File: config.mk
export PLATFORM = sky130hd
export DESIGN_NAME = debounce_count_multi
export DESIGN_NICKNAME = d
export VERILOG_FILES = /design/src/rtl/debounce_count_multi_pkg.sv /design/src/rtl/debounce_count_multi_fsmd_ch.sv /design/src/rtl/debounce_count_multi.sv
export SDC_FILE = /design/constraint.sdc
export NUM_CORES = 1
export LEC_CHECK = 0
export ABC_AREA = 1
export BUFFER_PORTS_ARGS = -buffer_cell sky130_fd_sc_hd__buf_2
export CAP_MARGIN = 15
export CORE_MARGIN = 10
export CORE_UTILIZATION = 50
export DETAILED_ROUTE_END_ITERATION = 10
export GPL_TIMING_DRIVEN = 0
export PLACE_DENSITY_LB_ADDON = 0.15
export SLEW_MARGIN = 10
export SYNTH_ARGS = -nofsm -noshare
export SYNTH_HDL_FRONTEND = slang
export SYNTH_SLANG_ARGS = --single-unit
File: constraint.sdc
create_clock -name clk -period 1.71 [get_ports clk]
set_input_delay 0.342 -clock clk [delete_from_list [all_inputs] [get_ports clk]]
set_output_delay 0.342 -clock clk [all_outputs]
set_load 0.05 [all_outputs]
File: src/rtl/debounce_count_multi_pkg.sv
// Shared definitions for the multi-channel debounce characterisation block:
// debouncer state encodings, counter mode constants and a width helper.
package debounce_count_multi_pkg;

    typedef enum logic [1:0] {
        ST_ZERO  = 2'b00,
        ST_WAIT1 = 2'b01,
        ST_ONE   = 2'b10,
        ST_WAIT0 = 2'b11
    } db_state_e;

    localparam int SAT_MODE_WRAP = 0;
    localparam int SAT_MODE_SAT  = 1;

    // Down-counter width: ceil(log2(cycles)), never less than one bit.
    function automatic int q_width(input int cycles);
        return (cycles > 1) ? $clog2(cycles) : 1;
    endfunction

endpackage

File: src/rtl/debounce_count_multi_fsmd_ch.sv
// One debounce channel: two-flop synchroniser, edge-detect flop and an
// FSMD that accepts a level change after DB_CYCLES+1 stable samples.
module debounce_fsmd_ch
    import debounce_count_multi_pkg::*;
#(
    parameter int DB_CYCLES = 2000000
) (
    input  logic clk,
    input  logic reset,
    input  logic sw,
    output logic db_level,
    output logic db_tick,
    output logic raw_tick
);

    localparam int              Q_W    = q_width(DB_CYCLES);
    localparam logic [Q_W-1:0]  Q_LOAD = Q_W'(DB_CYCLES - 1);
    localparam logic [Q_W-1:0]  Q_ONE  = Q_W'(1);

    logic           sync1_q;
    logic           sw_s_q;
    logic           sw_d_q;
    db_state_e      state_q, state_d;
    logic [Q_W-1:0] q_q, q_d;
    logic           tick_q, tick_d;

    always_ff @(posedge clk) begin
        if (!reset) begin
            sync1_q <= 1'b0;
            sw_s_q  <= 1'b0;
            sw_d_q  <= 1'b0;
            state_q <= ST_ZERO;
            q_q     <= '0;
            tick_q  <= 1'b0;
        end else begin
            sync1_q <= sw;
            sw_s_q  <= sync1_q;
            sw_d_q  <= sw_s_q;
            state_q <= state_d;
            q_q     <= q_d;
            tick_q  <= tick_d;
        end
    end

    always_comb begin
        state_d = state_q;
        q_d     = q_q;
        tick_d  = 1'b0;
        case (state_q)
            ST_ZERO: begin
                if (sw_s_q) begin
                    state_d = ST_WAIT1;
                    q_d     = Q_LOAD;
                end
            end
            ST_WAIT1: begin
                if (!sw_s_q) begin
                    state_d = ST_ZERO;
                end else if (q_q == '0) begin
                    state_d = ST_ONE;
                    tick_d  = 1'b1;
                end else begin
                    q_d = q_q - Q_ONE;
                end
            end
            ST_ONE: begin
                if (!sw_s_q) begin
                    state_d = ST_WAIT0;
                    q_d     = Q_LOAD;
                end
            end
            ST_WAIT0: begin
                // A return to high while waiting is a release glitch: no new tick.
                if (sw_s_q) begin
                    state_d = ST_ONE;
                end else if (q_q == '0) begin
                    state_d = ST_ZERO;
                end else begin
                    q_d = q_q - Q_ONE;
                end
            end
        endcase
    end

    assign db_level = (state_q == ST_ONE) || (state_q == ST_WAIT0);
    assign db_tick  = tick_q;
    assign raw_tick = sw_s_q & ~sw_d_q;

endmodule

File: src/rtl/debounce_count_multi.sv
// Multi-channel raw-edge vs debounced-press counter with per-channel clear,
// wrap/saturate counters and a registered channel-select readout.
module debounce_count_multi
    import debounce_count_multi_pkg::*;
#(
    parameter int N_CH      = 2,
    parameter int SEL_W     = 1,
    parameter int DB_CYCLES = 2000000,
    parameter int CNT_W     = 8,
    parameter int SAT_MODE  = 0
) (
    input  logic             clk,
    input  logic             reset,
    input  logic [N_CH-1:0]  sw,
    input  logic [N_CH-1:0]  clr,
    input  logic [SEL_W-1:0] sel,
    output logic [N_CH-1:0]  db_level,
    output logic [N_CH-1:0]  db_tick,
    output logic [CNT_W-1:0] raw_cnt_o,
    output logic [CNT_W-1:0] db_cnt_o,
    output logic [CNT_W-1:0] diff_o
);

    localparam int N_SEL = 1 << SEL_W;

    logic [N_CH-1:0]  raw_tick;
    logic [CNT_W-1:0] raw_pad [N_SEL];
    logic [CNT_W-1:0] db_pad  [N_SEL];
    logic [CNT_W-1:0] raw_cnt_o_q, raw_cnt_o_d;
    logic [CNT_W-1:0] db_cnt_o_q, db_cnt_o_d;

    function automatic logic [CNT_W-1:0] bump(input logic [CNT_W-1:0] v);
        if ((SAT_MODE == SAT_MODE_SAT) && (v == '1)) begin
            return v;
        end
        return v + CNT_W'(1);
    endfunction

    // Unused select codes read as zero-valued channels.
    for (genvar gi = 0; gi < N_SEL; gi++) begin : g_sel
        if (gi < N_CH) begin : g_ch
            logic [CNT_W-1:0] raw_cnt_q, raw_cnt_d;
            logic [CNT_W-1:0] db_cnt_q, db_cnt_d;

            debounce_fsmd_ch #(
                .DB_CYCLES (DB_CYCLES)
            ) u_ch (
                .clk      (clk),
                .reset    (reset),
                .sw       (sw[gi]),
                .db_level (db_level[gi]),
                .db_tick  (db_tick[gi]),
                .raw_tick (raw_tick[gi])
            );

            always_comb begin
                raw_cnt_d = raw_cnt_q;
                db_cnt_d  = db_cnt_q;
                if (clr[gi]) begin
                    raw_cnt_d = '0;
                    db_cnt_d  = '0;
                end else begin
                    if (raw_tick[gi]) raw_cnt_d = bump(raw_cnt_q);
                    if (db_tick[gi])  db_cnt_d  = bump(db_cnt_q);
                end
            end

            always_ff @(posedge clk) begin
                if (!reset) begin
                    raw_cnt_q <= '0;
                    db_cnt_q  <= '0;
                end else begin
                    raw_cnt_q <= raw_cnt_d;
                    db_cnt_q  <= db_cnt_d;
                end
            end

            assign raw_pad[gi] = raw_cnt_q;
            assign db_pad[gi]  = db_cnt_q;
        end else begin : g_pad
            assign raw_pad[gi] = '0;
            assign db_pad[gi]  = '0;
        end
    end

    always_comb begin
        raw_cnt_o_d = raw_pad[sel];
        db_cnt_o_d  = db_pad[sel];
    end

    always_ff @(posedge clk) begin
        if (!reset) begin
            raw_cnt_o_q <= '0;
            db_cnt_o_q  <= '0;
        end else begin
            raw_cnt_o_q <= raw_cnt_o_d;
            db_cnt_o_q  <= db_cnt_o_d;
        end
    end

    assign raw_cnt_o = raw_cnt_o_q;
    assign db_cnt_o  = db_cnt_o_q;
    assign diff_o    = raw_cnt_o_q - db_cnt_o_q;

endmodule

### Word-level counts from Yosys, hierarchy flattened

Cells that the tools add are included.
W data, S select, Z words.

* output and inout port bits: 28
* logic and storage cells: 98
* register bits after elaboration: 102
* bits in latches: 0
* memories: 0
* bits in writable memories: 0
* bits in read-only memories: 0
* bits of input ports: 7

* order comparisons: 1
* shifts and indexed selects: 0
* bitwise operators: 6
* muxes and demuxes: 34
* reductions and logical operators: 14
* add/subtract/negate cells: 7
* div/mod/pow operators: 0
* $mul: 0
* equal/unequal tests: 18

Operators by type and width (count)
* $mux W21: 10
* $pmux W21 S4: 2
* $mux W8: 6
* $logic_not A21 Y1: 2
* $sub A21 B1 Y21 const B: 2
* $add A8 B1 Y8 const B: 4
* $mux W2: 12
* $pmux W2 S4: 2
* $reduce_and A4 Y1: 4
* $eq A2 B2 Y1 const B: 4
* $ne A2 B1 Y1 const B: 4
* $ne A2 B2 Y1 const B: 4
* $sub A8 B8 Y8: 1
* $ne A3 B1 Y1 const B: 2
* $ne A3 B3 Y1 const B: 2
* $reduce_and A3 Y1: 2
* $eq A2 B1 Y1 const B: 2
* $logic_not A2 Y1: 2
* $reduce_or A2 Y1: 2
* $not A1 Y1: 3
* $and A1 B1 Y1: 2
* $ge A2 B2 Y1 const B: 1
* $logic_or A1 B1 Y1: 2
* $mux W1: 2
* $not A1 Y2: 1

### Longest topological paths before layout

* depth in word-level cells: 4
* mapped depth: 11
* mapped depth without buffers: 11

### Modules after synthesis

A second synthesis with hierarchy kept.

* cell total of the unflattened synthesis: 813
* area, all modules: 5552.8 um2

By module, submodules not included
* debounce_fsmd_ch: instances 2, cells each 251, seq. area each 540.5 um2, area an instance 1630.3 um2
* debounce_count_multi: instances 1, cells each 311, seq. area each 960.9 um2, area an instance 2292.2 um2

### Least setup slack after synthesis

No wires, ideal clock.

* path kind: reg2out
* from: register raw_cnt_o_q[0], in the netlist raw_cnt_o[0]
* to: output diff_o[6]
* data arrival time: 2.584 ns
* buffers on the path: 0
* stages on the path, launching flop included: 8
* required time: 1.368 ns
* path slack: -1.216 ns
* cells stage by stage: dfxtp_1 > inv_1 > ha_1 > fa_1 > o21ai_0 > a21oi_1 > o21bai_1 > xor2_1

* longest elaborated chain between the ends: 1

Ends and longest elaborated chain
* start, declared: RTL line debounce_count_multi.sv:29 `logic [CNT_W-1:0] raw_cnt_o_q, raw_cnt_o_d;`
* start signal, assigned: RTL line debounce_count_multi.sv:96 `raw_cnt_o_q <= raw_cnt_o_d;`
* $sub A8 B8 Y8: RTL line debounce_count_multi.sv:103 `assign diff_o = raw_cnt_o_q - db_cnt_o_q;`
* end, declared: RTL line debounce_count_multi.sv:21 `output logic [CNT_W-1:0] diff_o`

No other way between the ends.

### Worst setup path after layout

Same ends and word-level chain as after synthesis.

==> metrics.txt <==
RSZ-0062 raised after global routing=true; Pint=3.507 mW; worst path arrival time=2.13 ns; Fmax=0.4038 GHz; routed wire length per instance=13.35 um; Antenna Nets Post-Route=0; IO Port Bufs=32; DRC viols=0; Gate power share=26.0%; minimum clock period after layout=2.477 ns; CTS clock-pin slew for the worst setup and hold paths=0.12 ns; vias in the first global route=4720; Final WS setup=-0.7666 ns; Crit. End Element=output port; initial core utilization=50.72%; DR pass1 iterations=9; Ports=35; Net Sw Frac=35.74%; Max Cap Viol=0; status=finished with violations; Slew HR=56.31%; fin cells=1008; Post-DP Area=5916 um2; Skew-Pair Late Insertion Delay=0.38 ns; Final Cycle Share=144.8%; Avg Cell Area, Syn=6.729 um2; post-DP HPWL=9908 um; post-synthesis cell count=810; Yosys cell types=41; detail-routed via count per cell=5.093; clock buffer count from CTS=9; total power=5.457 mW; number of synthesized register bits=102; die width=124.4 um; largest net degree at the start of global routing=20; most common cell after layout, fill and taps aside=nand2_1; sequential share of power=46.1%; Synth Cell Area=5450 um2; Die Area=15480 um2; Die H=124.4 um; Core ar.=10750 um2; share of layout cells above drive strength 1=17.17%; root buffer cell=clkbuf_8; Layout Nets=886; clk buf depth=2; GP Congestion=0.9306; gr usage total=16.86%; synthesis-to-finish area growth=16.32%; total number of vias=5134; final WL=13460 um; clk sinks=102; gr ovfl total=0; final setup violation count=7; crit path kind=flip-flop to output port; Power Density=860.7 nW/um2; Final TNS setup=-3.704 ns; Setup Skew=0.01719 ns; post-synthesis sequential area ratio=37.47%; Synth Net Count=833; TritonCTS clock tree=yes; worst setup path startpoint=raw_cnt_o[0]$_SDFF_PN0_; Ys Warns=0; Hold Path Class=input pin to flip-flop; worst-path fanout max=2; n_diodes=0; NetSw=1.950 mW; first-pass GRT wire length=22400 um; worst vdd ir=0.0005587 V; worst reg2reg startpoint=g_sel[1].g_ch.u_ch.q_q[1]$_SDFFE_PN0P_; DRT iter0 DRCs=451; hold path start=sw[1]; CTS H-tree lvls=3; initial antenna violation count=0; required time of the worst setup path=1.37 ns; design area=6340 um2; post-synth top area cell=dfxtp_1; Synth top area share=37.47%; final hold viol count=0; Clk pwr share=27.9%; CP startpoint kind=flip-flop; Slew @ Worst Pin=0.6553 ns; P_leak=2.715 nW; ranking of synthesized cells by area=dfxtp_1 37%, nand2_1 12%, nor2_1 10%; placed cells=982; failing checks=negative setup slack; commonest cells after routing, fill and taps aside=168 x nand2_1, 147 x nor2_1, 91 x dfxtp_1, 90 x inv_1, 60 x a21oi_1; Slew Viols, Final=0; pre-CTS setup slack=-0.5669 ns; row count=38
per-stage QoR:
stage | utilization, % | hold slack (ns)
after global placement | 55.05 | 0.3934
after global routing | 59.00 | 0.1416
after CTS | 57.86 | 0.1245
after detailed placement | 55.05 | 0.4044
after floorplan | - | 0.3905
final | 59.00 | 0.1363
layout make-up:
type                       instances  area (um2)
clock inverter                     7       65.06
timing repair buffer              42       286.5
buffer                            29       178.9
clock buffer                       9       123.9
multi-input combinational        580        3070
inverter                          99       376.6
tap                              140       175.2
fill                            1015        4405
sequential                       102        2063
cell families (layout without fill, tap and decap cells):
group                      Yosys count  count (layout)  share of synthesized area, %
and+or+nand+nor                    436             436                         34.92
adders and majority gates           16              16                         3.811
buffers and inverters              128             186                         10.03
AOI/OAI and AO/OA                  113             113                         11.36
DFF                                102             102                         37.47
xor gates and xnor gates            15              15                         2.411
cells in the mapped netlist (all sizes together):
| library cell | count |
|---|---|
| nand2 | 173 |
| nor2 | 168 |
| dfxtp | 102 |
| inv | 98 |
| a21oi | 63 |
| nand3 | 60 |
| o21ai | 36 |
| buf | 17 |
| ha | 15 |
| nor3 | 15 |
| xor2 | 13 |
| clkbuf | 12 |
| nand4 | 11 |
| o31ai | 10 |
| nand3b | 4 |
| nor3b | 3 |
| xnor2 | 2 |
| a21o | 1 |
| a31oi | 1 |
| clkinv | 1 |
| fa | 1 |
| nor4 | 1 |
| o21a | 1 |
| o21bai | 1 |
| or2 | 1 |
power by group through the flow:
stage	combinational (mW)	sequential (mW)	clock, mW
after global routing	1.56	2.53	1.64
after detailed placement	1.27	2.57	0
final	1.42	2.52	1.52
after global placement	1.25	2.56	0
after CTS	1.36	2.51	1.55
after floorplan	0.967	2.61	0
sequential cells by signal, summed over array words and instances, names as in the netlist, named ones only:
| register | flops |
|---|---|
| g_sel.g_ch.u_ch.sw_s_q | 2 |
| g_sel.g_ch.u_ch.state_q | 2 |
| db_cnt_o | 8 |
| g_sel.g_ch.u_ch.q_q | 42 |
| g_sel.g_ch.db_cnt_q | 16 |
| g_sel.g_ch.u_ch.db_tick | 2 |
| g_sel.g_ch.u_ch.sync1_q | 2 |
| raw_cnt_o | 8 |
| g_sel.g_ch.u_ch.sw_d_q | 2 |
| g_sel.g_ch.raw_cnt_q | 16 |
layer usage:
layer,track usage (%),routed length (um)
met5,0,0
met4,6.032,148
met3,3.149,536
met2,28.91,6618
met1,20.51,6156
worst max-delay path, stage by stage, from the launching register on:
cell and delay, ns:
dfxtp_4 0.36, inv_2 0.04, ha_4 0.16, fa_2 0.39, o21ai_4 0.17, a21oi_2 0.08, o21bai_2 0.23, xor2_4 0.16
buf_6 0.17
path summary, 6_finish.rpt:
| check | to | slack (ns) | depth (start not counted) |
|---|---|---|---|
| max | diff_o[6] | -0.77 | 8 |
| min reg2reg | g_sel[1].g_ch.u_ch.sw_s_q$_SDFF_PN0_ | 0.43 | 2 |
| min | g_sel[1].g_ch.u_ch.sync1_q$_SDFF_PN0_ | 0.14 | 3 |
| max reg2reg | g_sel[1].g_ch.u_ch.q_q[4]$_SDFFE_PN0P_ | 0.10 | 10 |
what timing repair did:
| item | in CTS | in global routing |
|---|---|---|
| pin swaps | 13 | 15 |
| hold buffers | 0 | 0 |
| endpoints found under the hold margin | 0 | 0 |
| resized for setup | 28 | 18 |
| setup endpoints to repair | 34 | 45 |
| gates cloned | 0 | 0 |
| setup buffers | 2 | 8 |
No activity file was read; power rests on OpenSTA's default activity.
